**src/rtl/reg_file_2r1w_if.sv**
```systemverilog
// Port bundle for reg_file_2r1w: one write port and two registered read ports.
interface reg_file_2r1w_if #(
  parameter int WIDTH    = 32,
  parameter int NUM_REGS = 32,
  parameter int SEL_W    = $clog2(NUM_REGS)
);
  logic             we;
  logic [SEL_W-1:0] wa;
  logic [WIDTH-1:0] wd;

  logic             re_a;
  logic [SEL_W-1:0] ra_a;
  logic [WIDTH-1:0] rd_a;
  logic             valid_a;

  logic             re_b;
  logic [SEL_W-1:0] ra_b;
  logic [WIDTH-1:0] rd_b;
  logic             valid_b;

  modport master (
    output we, wa, wd,
    output re_a, ra_a, re_b, ra_b,
    input  rd_a, valid_a, rd_b, valid_b
  );

  modport slave (
    input  we, wa, wd,
    input  re_a, ra_a, re_b, ra_b,
    output rd_a, valid_a, rd_b, valid_b
  );
endinterface

```
**src/rtl/reg_file_2r1w.sv**
```systemverilog
// Register file with one synchronous write port and two registered read ports.
// Optional same-edge write-to-read forwarding is enabled by defining RF_WRITE_BYPASS_EN.
module reg_file_2r1w #(
  parameter int WIDTH    = 32,
  parameter int NUM_REGS = 32,
  parameter int SEL_W    = $clog2(NUM_REGS)
) (
  input logic            clk,
  input logic            reset,
  reg_file_2r1w_if.slave bus
);

  logic [WIDTH-1:0] mem [NUM_REGS];

  logic [WIDTH-1:0] rd_a_q;
  logic [WIDTH-1:0] rd_b_q;
  logic             valid_a_q;
  logic             valid_b_q;

  logic [WIDTH-1:0] next_a;
  logic [WIDTH-1:0] next_b;
  logic             wr_ok;

  function automatic logic addr_in_range(input logic [SEL_W-1:0] addr);
    return int'(addr) < NUM_REGS;
  endfunction

  // Register 0 is hard zero and out-of-range addresses have no storage.
  assign wr_ok = bus.we && (bus.wa != '0) && addr_in_range(bus.wa);

  always_comb begin
    next_a = '0;
    if ((bus.ra_a != '0) && addr_in_range(bus.ra_a)) begin
      next_a = mem[bus.ra_a];
`ifdef RF_WRITE_BYPASS_EN
      if (wr_ok && (bus.wa == bus.ra_a)) begin
        next_a = bus.wd;
      end
`endif
    end
  end

  always_comb begin
    next_b = '0;
    if ((bus.ra_b != '0) && addr_in_range(bus.ra_b)) begin
      next_b = mem[bus.ra_b];
`ifdef RF_WRITE_BYPASS_EN
      if (wr_ok && (bus.wa == bus.ra_b)) begin
        next_b = bus.wd;
      end
`endif
    end
  end

  always_ff @(posedge clk) begin
    if (reset) begin
      mem <= '{default: '0};
    end else if (wr_ok) begin
      mem[bus.wa] <= bus.wd;
    end
  end

  // Read data holds across idle cycles; valid marks only the edge that loaded it.
  always_ff @(posedge clk) begin
    if (reset) begin
      rd_a_q    <= '0;
      rd_b_q    <= '0;
      valid_a_q <= 1'b0;
      valid_b_q <= 1'b0;
    end else begin
      valid_a_q <= bus.re_a;
      valid_b_q <= bus.re_b;
      if (bus.re_a) begin
        rd_a_q <= next_a;
      end
      if (bus.re_b) begin
        rd_b_q <= next_b;
      end
    end
  end

  assign bus.rd_a    = rd_a_q;
  assign bus.rd_b    = rd_b_q;
  assign bus.valid_a = valid_a_q;
  assign bus.valid_b = valid_b_q;

endmodule

```
**src/flat_wrapper.sv**
```systemverilog
// flat-port wrapper written by rule: the top's interface ports become plain ports
module reg_file_2r1w_flat 
#(
  parameter int WIDTH    = 32,
  parameter int NUM_REGS = 32,
  parameter int SEL_W    = $clog2(NUM_REGS)
)
  (clk, reset, bus_we, bus_wa, bus_wd, bus_re_a, bus_ra_a, bus_re_b, bus_ra_b, bus_rd_a, bus_valid_a, bus_rd_b, bus_valid_b);
  reg_file_2r1w_if #(.WIDTH(WIDTH), .NUM_REGS(NUM_REGS), .SEL_W(SEL_W)) bus_i ();
  input logic clk;
  input logic reset;
  input wire logic [$bits(bus_i.we)-1:0] bus_we;
  input wire logic [$bits(bus_i.wa)-1:0] bus_wa;
  input wire logic [$bits(bus_i.wd)-1:0] bus_wd;
  input wire logic [$bits(bus_i.re_a)-1:0] bus_re_a;
  input wire logic [$bits(bus_i.ra_a)-1:0] bus_ra_a;
  input wire logic [$bits(bus_i.re_b)-1:0] bus_re_b;
  input wire logic [$bits(bus_i.ra_b)-1:0] bus_ra_b;
  output wire logic [$bits(bus_i.rd_a)-1:0] bus_rd_a;
  output wire logic [$bits(bus_i.valid_a)-1:0] bus_valid_a;
  output wire logic [$bits(bus_i.rd_b)-1:0] bus_rd_b;
  output wire logic [$bits(bus_i.valid_b)-1:0] bus_valid_b;
  assign bus_i.we = bus_we;
  assign bus_i.wa = bus_wa;
  assign bus_i.wd = bus_wd;
  assign bus_i.re_a = bus_re_a;
  assign bus_i.ra_a = bus_ra_a;
  assign bus_i.re_b = bus_re_b;
  assign bus_i.ra_b = bus_ra_b;
  assign bus_rd_a = bus_i.rd_a;
  assign bus_valid_a = bus_i.valid_a;
  assign bus_rd_b = bus_i.rd_b;
  assign bus_valid_b = bus_i.valid_b;
  reg_file_2r1w #(.WIDTH(WIDTH), .NUM_REGS(NUM_REGS), .SEL_W(SEL_W)) u_core (.clk(clk), .reset(reset), .bus(bus_i));
endmodule
```
**config.mk**
```make
export PLATFORM = sky130hd
export DESIGN_NAME = reg_file_2r1w_flat
export DESIGN_NICKNAME = d
export VERILOG_FILES = /design/src/rtl/reg_file_2r1w_if.sv /design/src/rtl/reg_file_2r1w.sv /design/src/flat_wrapper.sv
export SDC_FILE = /design/constraint.sdc
export NUM_CORES = 2
export LEC_CHECK = 0
export CAP_MARGIN = 20
export CORE_MARGIN = 8
export CORE_UTILIZATION = 52
export CTS_CLUSTER_SIZE = 20
export DETAILED_ROUTE_END_ITERATION = 12
export HOLD_SLACK_MARGIN = 0.15
export PLACE_DENSITY = 0.8
export SYNTH_ARGS = -nofsm -noshare
export SYNTH_HDL_FRONTEND = slang
export SYNTH_SLANG_ARGS = --single-unit
```
**constraint.sdc**
```tcl
create_clock -name clk -period 2.8 [get_ports clk]
set_clock_uncertainty 0.05 [all_clocks]
set_input_delay 0.56 -clock clk [delete_from_list [all_inputs] [get_ports clk]]
set_output_delay 0.56 -clock clk [all_outputs]
set_load 0.02 [all_outputs]
```
Yosys cells after proc, flatten, opt, wreduce, memory -nomap -nowiden
Cells that the tools add are included.
{ "totals": {"register_bits": 1090, "output_inout_bits": 66, "ramBits": 0, "n_memories": 0, "inputBits": 52, "rom_bits": 0, "latchBits": 0, "wordCells": 59} }
{ "op_classes": {"n_eq_ne": 0, "magnitude_cmp": 4, "n_addsub": 0, "bitwise_logic": 3, "multipliers": 0, "muxes": 11, "n_div": 0, "shift": 0, "n_reduce_logical": 5} }
{ "op_table": {"columns": ["operator", "n"], "rows": [
  ["$bwmux 1024", 1],
  ["$bmux 32 s5", 2],
  ["$mux 32", 7],
  ["$demux 32 s5", 1],
  ["$ge 6x6->1 const B", 3],
  ["$not 5->6", 3],
  ["$reduce_bool 5->1", 3],
  ["$lt 6x1->1 const B", 1],
  ["$logic_and 1x1->1", 2]
]} }

Depth between registers and ports, before layout
{ "logic_depth": {"ltp_word": 6, "depth_mapped": 7, "ltp_nobuf": 4} }

Worst setup path after synthesis
Ideal clock, no wire load.
{ "synth_path": {"path_type": "in2reg", "startpoint": "input bus_ra_b[2]", "endpoint": "register u_core.rd_b_q[11], in the netlist u_core.bus.rd_b[11]", "setup_slack_ps": 623, "required_ps": 2614, "cell_stages": 7, "path_buffers": 4, "t_arrival_ps": 1991, "setup_time_ps": 136, "cell_sequence": "buf_2 buf_2 clkbuf_1 buf_2 mux4_2 a21oi_1 o311ai_1"} }
{ "synth_between": {"elab_chain_len": 5, "word_cells_on_any_way": 6, "cone_classes": "4 x mux; 1 x bitwise; 1 x reduce/logical"} }
{ "synth_rtl": {"columns": ["item", "line_no", "rtl"], "rows": [
  ["from (decl)", "flat_wrapper.sv:18", "input wire logic [$bits(bus_i.ra_b)-1:0] bus_ra_b;"],
  ["$not 5->6 (not written as such)", "reg_file_2r1w.sv:46", "next_b = mem[bus.ra_b];"],
  ["$bmux 32 s5", "reg_file_2r1w.sv:46", null],
  ["$mux 32 (not written as such) (2 in a row)", "reg_file_2r1w.sv:46", null],
  ["$mux 32 (*)", "reg_file_2r1w.sv:45", "if ((bus.ra_b != '0) && addr_in_range(bus.ra_b)) begin"],
  ["to (signal assigned)", "reg_file_2r1w.sv:77", "rd_b_q <= next_b;"],
  ["to (decl)", "reg_file_2r1w.sv:16", "logic [WIDTH-1:0] rd_b_q;"]
]} }
Mark *: on every way between the ends. The rest lies on a longest branch, timed or not. The select of a mux whose other input is x is not followed.
A chain may end at the register's enable or synchronous reset.

Worst setup path after layout
{ "layout_path": {"startpoint": "register u_core.rd_b_q[3], in the netlist u_core.bus.rd_b[3]", "endpoint": "output bus_rd_b[3]"} }
{ "layout_lines": {"columns": ["item", "line_no", "rtl"], "rows": [
  ["to (decl)", "flat_wrapper.sv:21", "output wire logic [$bits(bus_i.rd_b)-1:0] bus_rd_b;"]
]} }
No word-level cell between the ends.

==> run summary <==
gr usage total - 0.351
HP Start - bus_ra_a[2]
Clock Power Share - 0.450
routed via count - 51700
Worst R2R End - u_core.bus.rd_b[12]$_SDFFE_PP0P_
main combinational cell family by area after synthesis - multiplexers
Pwr Total - 34.2 mW
max incr delay on CP - 0.70 ns
mux cell area share after synthesis - 0.227
CP required - 2.19 ns
Final Slew Violations - 0
initial antenna violation count - 16
power density over cell area - 549 nW/µm²
first-pass GRT wire length - 304 mm
dpl cells - 7339
Synth warnings - 0
die width - 338 µm
internal power - 25.5 mW
clock slew at reported path FFs - 0.06 ns
Starting Density - 0.522
DRT Pass-1 Iters - 10
Worst Path Class, Setup - reg2out
Clock Path Buffers - 3
CTS buffer count - 108
nature of the critical path endpoint - output port
Max Freq - 0.385 GHz
syn avg cell area - 8.81 µm²
die area - 114000 µm²
placed inst area - 58600 µm²
pin count of the biggest net entering global routing - 241
path depth of the worst reg2reg path - 4
drt drc - 0
final setup TNS - 0 ns
simple-gate share of the synthesized area - 0.170
clock sink count - 1090
share of cells above drive strength 1 - 0.165
worst path arrival time - 1.99 ns
ANT nets after route - 0
synthesized area - 53800 µm²
slack of the critical path - 0.205 ns
final count of negative-setup-slack endpoints - 0
worst reg2reg setup slack - 0.89 ns
Slew @ Worst Pin - 1.21 ns
fin cells - 7551
Rows - 118
Core ar. - 103000 µm²
Avg WL per Cell - 27.6 µm
synthesized instance count - 6107
Compound-Gate Fraction of Synth Area - 0.148
post-route cell area - 62300 µm²
combinational power share - 0.090
Synth cell types - 33
worst-path cell chain - clkdlybuf4s50_1
CP max stage cell - clkdlybuf4s50_1
Slew headroom - 0.193
DP Worst Slack - 0.0538 ns
I/O pin total - 118
total routed wirelength - 208 mm
Post-Synth XOR/XNOR Area - 0
clock latency on the worst-skew pair - 0.73 ns
utilization after layout - 0.605
port bufs - 117
Hold/Removal Path Class - in2reg
Pleak - 20.9 nW
Via density - 6.84
remaining global-route overflow - 0
Top delay family on crit path - buffers and inverters
FF-to-FF Start - u_core.mem[268]$_SDFFE_PP0P_
max-cap viol count - 0
DIE HEIGHT - 338 µm
status - completed
syn nets - 6159
Crit Path Max Fanout - 3
Worst Hold Path Cells - 4
global placement routability congestion - 0.963
post-DP HPWL - 130 mm
worst hold margin - 0.368 ns
CP Buf/Inv Count - 1
register area share after synthesis - 0.405
sw frac - 0.257
RSZ-0062 raised after global routing - no
Seq pwr share - 0.461
synthesized flop and latch total - 1090
area delta synth->final - 15.8%
CP Launch Type - register
sw power - 8.79 mW
final hold violations - 0
adder-cell area share of the yosys netlist - 0
CTS tree - built
H-Tree Depth - 3
DR iter-0 viols - 9002
WHS Endpoint - u_core.bus.rd_a[29]$_SDFFE_PP0P_
number of global-route vias before repair - 50000
number of nets in the final layout - 6122
Final period util - 0.927
min Tclk post-route - 2.60 ns
Root Driver - clkbuf_16
cts repair resizes - 0
maximum vdd ir drop - 0.513 mV
[flip-flops by register name (all words and copies together) (netlist names)]
signal,flops
u_core.mem,1024
u_core.bus.rd_a,32
u_core.bus.rd_b,32
u_core.bus.valid_a,1
u_core.bus.valid_b,1
[worst reg2reg max path, cell delays in order, from the launching register on]
cell	delay (ns)
dfxtp_1	0.33
mux4_2	0.48
a32o_1	0.27
a21oi_1	0.40
o311ai_1	0.23
[metal layers]
metal / global-route usage / vias to the layer above / routed length (µm)
met5: 0.00128 / - / 55
met4: 0.248 / 8 / 17400
met3: 0.128 / 1316 / 34300
met2: 0.522 / 4651 / 88500
met1: 0.420 / 24500 / 67900
li1: - / 21200 / -
[cells in the final DEF (no fill, tap or decap), types with 24 or more instances in the layout]
master and count:
and2_1 38, or2_0 33, clkbuf_16 109, a211oi_1 28
mux2i_1 356, buf_12 117, nand2_1 1993, dfxtp_1 1090
a21oi_1 1068, nand2_2 24, and3_1 26, nor2_4 32
mux4_2 384, a32o_1 40, a21boi_0 28, or2_1 27
nor2b_1 62, clkdlybuf4s50_1 108, o311ai_1 64, buf_4 240
a22oi_1 128
[layout make-up]
type,count,area [µm²]
tap,1380,1730
sequential,1090,21800
antenna,6,15.0
clock inverter,54,641
clock buffer,151,3110
multi-input combinational,4395,29700
timing repair buffer,475,5350
fill,8218,40700
[worst max path at each step]
stage | slack (ns) | from | cells after the start | to
4_1_cts | 0.26 | u_core.bus.rd_b[3]$_SDFFE_PP0P_ | 1 | bus_rd_b[3]
6_report | 0.20 | u_core.bus.rd_b[3]$_SDFFE_PP0P_ | 1 | bus_rd_b[3]
5_1_grt | 0.20 | u_core.bus.rd_b[3]$_SDFFE_PP0P_ | 1 | bus_rd_b[3]
3_5_place_dp | 0.05 | bus_ra_b[0] | 6 | u_core.bus.rd_b[12]$_SDFFE_PP0P_
3_3_place_gp | 0.07 | bus_ra_b[0] | 6 | u_core.bus.rd_b[12]$_SDFFE_PP0P_
2_1_floorplan | 0.62 | bus_ra_b[2] | 7 | u_core.bus.rd_b[11]$_SDFFE_PP0P_
[synth_stat cells]
cell | count | area [µm²]
a211oi_1 | 28 | 210
a21boi_0 | 28 | 210
a21oi_1 | 1068 | 5350
a221oi_1 | 13 | 114
a221oi_2 | 11 | 165
a22oi_1 | 128 | 961
a32o_1 | 40 | 400
and2_1 | 41 | 257
and3_1 | 26 | 163
and3b_1 | 5 | 43.8
and4bb_2 | 2 | 25.0
buf_1 | 8 | 30.0
buf_2 | 152 | 761
buf_4 | 21 | 158
buf_6 | 9 | 101
clkbuf_1 | 432 | 1620
dfxtp_1 | 1090 | 21800
mux2i_1 | 356 | 3560
mux4_2 | 384 | 8650
nand2_1 | 2017 | 7570
nand3_1 | 2 | 10.0
nand3b_1 | 5 | 37.5
nor2_1 | 32 | 120
nor2b_1 | 68 | 425
nor3_1 | 3 | 15.0
nor3b_1 | 4 | 30.0
o311ai_1 | 64 | 561
or2_0 | 33 | 206
or2_1 | 27 | 169
or2_2 | 4 | 25.0
or3b_1 | 1 | 8.76
or3b_2 | 3 | 26.3
or4b_1 | 2 | 20.0
[cell families after synthesis]
logic type	count (synthesis)
buffers and inverters	622
and+or+nand+nor	2275
muxes	740
DFF	1090
AOI/OAI and AO/OA	1380
[repair_timing]
item                      CTS  global route
hold buffers                1             0
buffers inserted            0             0
hold endpoints to repair    9             0
[power groups by stage]
| stage | registers, mW | clock network (mW) | logic, mW |
|---|---|---|---|
| after floorplan | 16.1 | 0 | 1.69 |
| after global placement | 16.1 | 0 | 2.89 |
| after detailed placement | 16.1 | 0 | 2.94 |
| after CTS | 15.8 | 15.3 | 2.95 |
| after global routing | 15.8 | 16.0 | 3.12 |
| final | 15.8 | 15.4 | 3.08 |
(Power assumes the default switching activity.)
